`src/rtl/onchip_mem_arbiter.sv`:
```
// Two-master round-robin arbiter (per-owner hold quantum) in front of a single-port on-chip RAM.
// Define ONCHIP_MEM_ARB_FIXED_PRIO_EN to replace round-robin with strict master-0 priority.
module onchip_mem_arbiter #(
  parameter int  ADDR_W  = 12,
  parameter int  DATA_W  = 32,
  parameter int  QUANTUM = 4,
  localparam int BE_W    = DATA_W / 8
) (
  input  logic              clk,
  input  logic              reset,

  input  logic [ADDR_W-1:0] m0_address,
  input  logic [BE_W-1:0]   m0_byteenable,
  input  logic              m0_read,
  input  logic              m0_write,
  input  logic [DATA_W-1:0] m0_writedata,
  output logic              m0_waitrequest,
  output logic [DATA_W-1:0] m0_readdata,
  output logic              m0_readdatavalid,

  input  logic [ADDR_W-1:0] m1_address,
  input  logic [BE_W-1:0]   m1_byteenable,
  input  logic              m1_read,
  input  logic              m1_write,
  input  logic [DATA_W-1:0] m1_writedata,
  output logic              m1_waitrequest,
  output logic [DATA_W-1:0] m1_readdata,
  output logic              m1_readdatavalid,

  output logic [ADDR_W-1:0] mem_address,
  output logic [BE_W-1:0]   mem_byteenable,
  output logic              mem_chipselect,
  output logic              mem_write,
  output logic [DATA_W-1:0] mem_writedata,
  output logic              mem_clken,
  input  logic [DATA_W-1:0] mem_readdata
);

  typedef enum logic [1:0] {IDLE, OWN0, OWN1} state_t;

  localparam logic [3:0] QUANT = 4'(QUANTUM);

  state_t     state;
  logic       last_owner;
  logic [3:0] count;
  logic       rd_pending;
  logic       rd_owner;

  logic       req0, req1;
  logic       grant0, grant1;
  logic [3:0] count_inc;

  assign req0      = m0_read | m0_write;
  assign req1      = m1_read | m1_write;
  assign count_inc = (count >= QUANT) ? count : count + 4'd1;

  // Grant is decided in the same cycle from registered state and live requests.
  always_comb begin
    // NOTE: every output of a combinational block gets a default first so no latch is inferred.
    grant0 = 1'b0;
    grant1 = 1'b0;
    if (!reset) begin
`ifdef ONCHIP_MEM_ARB_FIXED_PRIO_EN
      grant0 = req0;
      grant1 = req1 & ~req0;
`else
      if (state == OWN0 && req0) begin
        if (req1 && count >= QUANT) grant1 = 1'b1;
        else                        grant0 = 1'b1;
      end else if (state == OWN1 && req1) begin
        if (req0 && count >= QUANT) grant0 = 1'b1;
        else                        grant1 = 1'b1;
      end else if (req0 && req1) begin
        // An owner that dropped its request is treated as idle; last_owner already names it.
        grant0 = last_owner;
        grant1 = ~last_owner;
      end else begin
        grant0 = req0;
        grant1 = req1;
      end
`endif
    end
  end

  // NOTE: sequential state uses non-blocking assignments so every register samples pre-edge values.
  always_ff @(posedge clk or posedge reset) begin
    if (reset) begin
      state      <= IDLE;
      last_owner <= 1'b1;
      count      <= 4'd0;
      rd_pending <= 1'b0;
      rd_owner   <= 1'b0;
    end else begin
      // A read asserted together with a write is performed as a write only.
      rd_pending <= (grant0 & m0_read & ~m0_write) | (grant1 & m1_read & ~m1_write);
      if (grant0 | grant1)
        rd_owner <= grant1;

      if (grant0) begin
        state      <= OWN0;
        last_owner <= 1'b0;
        count      <= (state == OWN0) ? count_inc : 4'd1;
      end else if (grant1) begin
        state      <= OWN1;
        last_owner <= 1'b1;
        count      <= (state == OWN1) ? count_inc : 4'd1;
      end else begin
        state <= IDLE;
        count <= 4'd0;
      end
    end
  end

  assign m0_waitrequest   = reset | (req0 & ~grant0);
  assign m1_waitrequest   = reset | (req1 & ~grant1);

  assign m0_readdatavalid = rd_pending & ~rd_owner;
  assign m1_readdatavalid = rd_pending &  rd_owner;
  assign m0_readdata      = m0_readdatavalid ? mem_readdata : '0;
  assign m1_readdata      = m1_readdatavalid ? mem_readdata : '0;

  assign mem_address      = grant1 ? m1_address    : m0_address;
  assign mem_byteenable   = grant1 ? m1_byteenable : m0_byteenable;
  assign mem_writedata    = grant1 ? m1_writedata  : m0_writedata;
  assign mem_write        = (grant0 & m0_write) | (grant1 & m1_write);
  assign mem_chipselect   = grant0 | grant1;
  assign mem_clken        = ~reset;

endmodule

```
`config.mk`:
```
export PLATFORM = sky130hd
export DESIGN_NAME = onchip_mem_arbiter
export DESIGN_NICKNAME = d
export VERILOG_FILES = /design/src/rtl/onchip_mem_arbiter.sv
export SDC_FILE = /design/constraint.sdc
export NUM_CORES = 1
export LEC_CHECK = 0
export CAP_MARGIN = 10
export CORE_AREA = 10 10 103 87
export CTS_BUF_LIST = sky130_fd_sc_hd__clkbuf_16
export DETAILED_ROUTE_END_ITERATION = 10
export DIE_AREA = 0 0 113 97
export HOLD_SLACK_MARGIN = 0.12
export PLACE_DENSITY = 0.87
export SLEW_MARGIN = 20
export SYNTH_ARGS = -nofsm -noshare
export SYNTH_HDL_FRONTEND = slang
export SYNTH_SLANG_ARGS = --single-unit
```
`constraint.sdc`:
```
create_clock -name clk -period 5.1 [get_ports clk]
set_clock_uncertainty 0.1 [all_clocks]
set_input_delay 1.02 -clock clk [delete_from_list [all_inputs] [get_ports clk]]
set_output_delay 1.02 -clock clk [all_outputs]
set_load 0.01 [all_outputs]
```
Yosys cells after proc, flatten, opt, wreduce, memory -nomap -nowiden
Cells that the tools add are included. Widths: inputs -> output; s select.

Flip-flop bits (word level): 9. Input port bits: 134. Output and inout port bits: 119. Word-level logic and storage cells: 65.

Add/subtract/negate cells: 1. Magnitude comparators: 1. Eq/ne operators: 2. Muxes and demuxes: 26. Bitwise operators: 24. Reductions and logical operators: 6.

Operator list (count): $mux 32 (3); $mux 4 (6); $mux 1 (14); $mux 12 (1); $and 1x1->1 (10); $not 1->1 (7); $or 1x1->1 (7); $logic_and 1x1->1 (5); $add 4x1->4 const B (1); $ge 4x3->1 const B (1); $mux 2 (2); $eq 2x1->1 const B (1); $eq 2x2->1 const B (1); $reduce_bool 2->1 (1).

Depth between registers and ports, before layout
Gate-level depths: netlist (run 1).

Word-level depth: 9. Gate-level depth with buffers: 6. Mapped depth without buffers: 4.

Worst setup path before layout (run 1)
No wires, ideal clock.

Path kind: input port to output port. From: input reset. To: output mem_address[0]. Arrival time: 2207 ps. Required time: 3980 ps. Slack: 1773 ps. Stages on the path: 5. Buffers on the path: 2. Cell sequence: inv_1 o311a_1 buf_6 buf_6 mux2_4.

Word-level cells in the longest chain between the ends: 2.

Ends and longest elaborated chain: start, declared (RTL line 10) `input logic reset,`; $mux 1 (RTL line 62) `if (!reset) begin`; $mux 12 (RTL line 122) `assign mem_address = grant1 ? m1_address : m0_address;`; end, declared (RTL line 30) `output logic [ADDR_W-1:0] mem_address,`.

Every way passes these cells.

Final worst setup path (run 1)
From: input m0_write. To: output mem_address[10].

Word-level cells in the longest chain between the ends: 7. Elaborated cells on any way between the ends: 10. Those cells by class: mux (6); bitwise (1); reduce/logical (3).

Ends and longest elaborated chain: start, declared (RTL line 15) `input logic m0_write,`; $or 1x1->1 * (RTL line 53) `assign req0 = m0_read | m0_write;`; $logic_and 1x1->1 (on tied branches) (RTL line 73, 71); $mux 1 (on tied branches) (RTL line 73, 71); $mux 1 (RTL line 70) `end else if (state == OWN1 && req1) begin`; $mux 1 * (RTL line 67) `if (state == OWN0 && req0) begin`; $mux 1 * (RTL line 62); $mux 12 * (RTL line 122).

Every way passes the cells marked *; elsewhere a longest branch is shown, timed or not.

==> out/qor.txt, run 1 <==
status - finished, final reports clean
initial antenna violation count - 0
Synth area leader - mux2_4
largest net degree at the start of global routing - 54
final net count - 564
combinational power share - 70.7%
DRT antenna net count - 0
first-pass GRT wire length - 15.6 mm
starting density of the core - 25.7%
DR vias - 2352
Vert. Die Dim - 97 um
Post-synth EDFFs - 0
count of buffers from port buffering - 252
WL per Instance - 21.1 um
CP Class - input pin to primary output
critical path arrival - 3.32 ns
root buf cell - clkbuf_16
Final Wtd Congestion - 0.897
Pre-antenna DRT Iters - 4
setup repair after global routing missed its margin - no
Yosys top cell area share - 38.7%
post-route DRC violation count - 0
Final period util - 87.1%
FF-to-FF Start - count[3]
die width - 113 um
cts hold-fix bufs - 0
cell count after synthesis - 184
CP endpoint kind - primary output
Synth top cells by count - mux2_4, and2_1, and3_1, clkbuf_1, dfrtp_1
Area Growth Syn to Fin - 151%
measured slew at the worst slew-check pin - 0.851 ns
Most used DFF post-synth - dfrtp_1
sw frac - 35.0%
fmax - 225 MHz
fin cells - 515
Worst setup SP type - input pin
Synth cell types - 34
Worst-path clk slew - 0.04 ns
Max Slew Vio Count - 0
# H-tree levels - 1
GRT Total Usage - 17.8%
max cap viols - 0
NetSw - 0.332 mW
CTS tree - done
cell-internal power - 0.617 mW
DP HPWL - 9.57 mm
Setup WS pre-CTS - 0.690 ns
top-count cell post-synth - mux2_4
peak supply drop - 0.000198 V
io pins - 253
Critical path origin - m0_write
clock latency on the worst-skew pair - 0.24 ns
Hold Vio Cnt, Final - 0
Placed Cells incl. Taps - 511
Area contributors post-synth - mux2_4, and2_1, and3_1, dfrtp_1, buf_6
row count - 27
worst setup slack after layout - 0.656 ns
asr flop ratio synth - 100%
crit-path max FO - 53
r2r setup slk - 3.13 ns
Starting DRT DRC Count - 114
reg2reg end - count[0]
R2R cell count - 5
post-synthesis sequential area ratio - 13.0%
number of setup buffers added after CTS - 0
layout cells sized above 1 - 12.6%
drt total wl - 10.9 mm
Pwr Density - 216 mW/mm2
post-CTS sizing - 0
net count after synthesis - 319
Worst Hold Class - flip-flop to flip-flop
Core Area - 0.00679 mm2
Congestion Overflow GR - 0
n_diodes - 0
DIE AREA - 0.0110 mm2
number of global-route vias before repair - 2398
Critical Path End - mem_address[10]
Syn. warnings - 0
via-per-instance ratio - 4.57
Required @ worst endpoint - 3.98 ns
total power draw - 0.948 mW
CTS Buf Count - 3
post-synthesis cell area - 0.00175 mm2
Slew HR - 43.3%
Setup-failing EPs final - 0
power share of the clock group - 14.5%
Syn Area/Cell - 9.49 um2
Longest Clk Path Bufs - 2
Setup TNS - 0 ns
share of power burned in registers - 14.8%
Pleak - 1.90 nW
Yosys reg bits - 9
clock sink total - 9
min Tclk post-route - 4.44 ns
## power groups by stage
stage               clock [mW]  combinational, mW  sequential (mW)
CTS                      0.139              0.674            0.139
detailed placement           0              0.669            0.140
global route             0.144              0.705            0.147
global placement             0              0.658            0.138
finish                   0.138              0.670            0.140
floorplan                    0              0.350            0.106
## worst max-delay path, stage by stage
cell             delay, ns
clkdlybuf4s50_1       0.48
nor2_1                0.30
o311a_2               0.25
buf_12                0.32
mux2_4                0.35
clkdlybuf4s50_1       0.56
## how the worst min path moves through the flow
| stage | startpoint | endpoint | slack, ns | cells past startpoint |
|---|---|---|---|---|
| 4_1_cts | last_owner | last_owner | 0.42 | 1 |
| 3_5_place_dp | count[2] | count[2] | 0.41 | 1 |
| 2_1_floorplan | count[2] | count[2] | 0.38 | 1 |
| 3_3_place_gp | count[2] | count[2] | 0.39 | 1 |
| 5_1_grt | last_owner | last_owner | 0.43 | 1 |
| 6_report | count[2] | count[2] | 0.42 | 1 |
## kinds of logic (layout without fill, tap and decap cells)
logic type	count (synthesis)	after routing	synth area share, %
buffers and inverters	17	261	6.23
DFF	9	9	13.0
xor gates and xnor gates	2	2	1.00
adders and majority gates	1	1	0.716
and+or+nand+nor	87	87	30.0
muxes	49	49	41.2
AOI/OAI and AO/OA	19	19	7.88
## final cells by class
class	instances	area (um2)
repair buffers	255	2560
fillers	542	2400
multi-input cells	158	1410
flip-flops and latches	9	226
well taps	87	109
clock buffers	3	75.1
inverters	2	7.51
clock inverters	1	3.75
## through the flow
| stage | instance area, um2 | hold slack [ns] | utilization [%] |
|---|---|---|---|
| after CTS | 4390 | 0.421 | 64.7 |
| after detailed placement | 4310 | 0.409 | 63.5 |
| final | 4390 | 0.416 | 64.7 |
| after floorplan | 1750 | 0.378 | - |
| after global placement | 4310 | 0.390 | 63.5 |
| after global routing | 4390 | 0.430 | 64.7 |
## sequential cells by signal, summed over array words and instances (netlist names)
name        count
rd_pending      1
state           2
last_owner      1
rd_owner        1
count           4
## metal layers
metal	track usage, %	share of wire [%]
met1	17.8	35
met2	34.7	54
met3	6.96	10
met4	1.16	0.23
met5	0	0
## placed cells by master, fill, tap and decap left out, drive strengths merged, types with 2 or more instances in the layout
cell type,count
and2,34
a21o,3
or2,4
mux2,48
nand2b,2
nand2,4
and3,32
nor2,4
o211ai,2
inv,3
buf,3
clkbuf,3
nor2b,5
dfrtp,8
a21oi,4
clkdlybuf4s50,252
Note: power is estimated with default switching activity, not from simulation.
==> run 2, diff against run 1 <==
- CTS_BUF_LIST: sky130_fd_sc_hd__clkbuf_16 -> sky130_fd_sc_hd__clkbuf_4
==> run 2 against run 1 <==
  * First-iteration DRC count shrank 16%
  * Final cell count is the same
  * Clock-buffer cell count grew 1
  * Non-clock buffer count is the same
  * Routed wire length shrank 0.45%
==> out/qor.txt, run 2 (synthesis gave the netlist of run 1 again) <==
DR vias - 2337 (-0.64%)
clock latency on the worst-skew pair - 0.27 ns (+0.03 ns)
n_diodes - 0 (unchanged)
largest net degree at the start of global routing - 54 (unchanged)
Setup TNS - 0 ns (unchanged)
DRT antenna net count - 0 (unchanged)
DIE AREA - 0.0110 mm2 (unchanged)
Hold Vio Cnt, Final - 0 (unchanged)
first-pass GRT wire length - 15.5 mm (-0.85%)
CP Class - input pin to primary output
cts hold-fix bufs - 0 (unchanged)
die width - 113 um (unchanged)
row count - 27 (unchanged)
Setup WS pre-CTS - 0.690 ns (unchanged)
final core utilization - 64.0% (-0.72 points)
most frequent cells in the layout - clkdlybuf4s50_1, mux2_4, and2_1
WL per Instance - 21.0 um (-0.45%)
Final Wtd Congestion - 0.897 (unchanged)
# H-tree levels - 1 (unchanged)
critical path arrival - 3.32 ns (about the same)
Pre-antenna DRT Iters - 4 (unchanged)
Worst-path clk slew - 0.07 ns (+0.03 ns)
setup repair after global routing missed its margin - no
Worst setup SP type - input pin
number of setup buffers added after CTS - 0 (unchanged)
commonest non-fill, non-tap cell in the layout - clkdlybuf4s50_1
root buf cell - clkbuf_4
measured slew at the worst slew-check pin - 0.852 ns (+0.000390 ns)
Setup-failing EPs final - 0 (unchanged)
count of buffers from port buffering - 252 (unchanged)
CTS tree - done
Pwr Density - 200 mW/mm2 (-7.2%)
Starting DRT DRC Count - 96 (-16%)
starting density of the core - 25.7% (unchanged)
max FFs per register - 4 (unchanged)
worst setup slack after layout - 0.662 ns (+0.00536 ns)
Final period util - 87.0% (-0.11 points)
DP HPWL - 9.57 mm (unchanged)
min Tclk post-route - 4.44 ns (-0.00536 ns)
register area - 226 um2 (unchanged)
multi-input logic area - 0.00141 mm2 (unchanged)
layout cells sized above 1 - 12.9% (+0.23 points)
Placed Cells incl. Taps - 511 (unchanged)
Longest Clk Path Bufs - 2 (unchanged)
CTS Buf Count - 3 (unchanged)
via-per-instance ratio - 4.54 (-0.64%)
Vert. Die Dim - 97 um (unchanged)
Filler cells - 551 (+1.7%)
number of global-route vias before repair - 2373 (-1.0%)
total power draw - 0.870 mW (-8.3%)
crit-path max FO - 53 (unchanged)
max cap viols - 0 (unchanged)
clock sink total - 9 (unchanged)
Area Growth Syn to Fin - 149%
status - finished, final reports clean
Max Slew Vio Count - 0 (unchanged)
Top Registers - count x4, state x2
Worst Hold Class - flip-flop to flip-flop
Congestion Overflow GR - 0 (unchanged)
Slew HR - 43.2% (about the same)
Top reg by flops - count
Required @ worst endpoint - 3.98 ns (about the same)
CP endpoint kind - primary output
post-CTS sizing - 0 (unchanged)
post-route DRC violation count - 0 (unchanged)
Pleak - 1.88 nW (-1.3%)
initial antenna violation count - 0 (unchanged)
peak supply drop - 0.000198 V (+0.12%)
drt total wl - 10.8 mm (-0.45%)
fin cells - 515 (unchanged)
final net count - 564 (unchanged)
io pins - 253 (unchanged)
Core Area - 0.00679 mm2 (unchanged)
GRT Total Usage - 17.6% (-0.15 points)
fmax - 225 MHz (+0.12%)
[run 2: changes by cell type in the layout (fill, tap and decap cells not counted), sizes merged]
cell / change
clkbuf: +1
inv: -1
[run 2: cell type report]
cell class,count,share of cell area (%)
Tap cell,87,2.51
Sequential cell,9,5.21
Clock buffer,4,0.691
Inverter,2,0.173
Timing Repair Buffer,255,58.9
Multi-Input combinational cell,158,32.5
[run 2: routing by layer]
metal | vias to the layer above | track usage, % | share of wire, %
met5 | - | 0 | 0
met4 | 0 | 1.74 | 0.27
met1 | 1062 | 17.2 | 35
li1 | 1147 | - | -
met2 | 124 | 34.4 | 54
met3 | 4 | 7.27 | 10
[run 2: per-stage QoR]
stage / hold WS [ns] / area [um2]
floorplan: 0.378 / 1750
global placement: 0.390 / 4310
detailed placement: 0.409 / 4310
CTS: 0.425 / 4340
global route: 0.434 / 4340
finish: 0.421 / 4340
[run 2: path summary, 6_finish.rpt]
path	startpoint	end	slack (ns)	cells past startpoint
max	m0_write	mem_address[10]	0.66	6
min	last_owner	last_owner	0.42	1
max reg2reg	count[3]	count[0]	3.12	5
min reg2reg	last_owner	last_owner	0.42	1
max in group asynchronous	reset	last_owner	3.59	3
min in group asynchronous	reset	count[3]	1.08	3
[run 2: report_power, final]
group	internal, mW	leakage, nW	total, mW	switching, mW
logic	0.423	1.74	0.667	0.245
clock network	0.0356	0.0184	0.0626	0.0271
registers	0.0903	0.116	0.140	0.0497
[run 2: worst max-delay path: stages]
cell	delay (ns)
clkdlybuf4s50_1	0.48
nor2_1	0.30
o311a_2	0.25
buf_12	0.32
mux2_4	0.35
clkdlybuf4s50_1	0.55
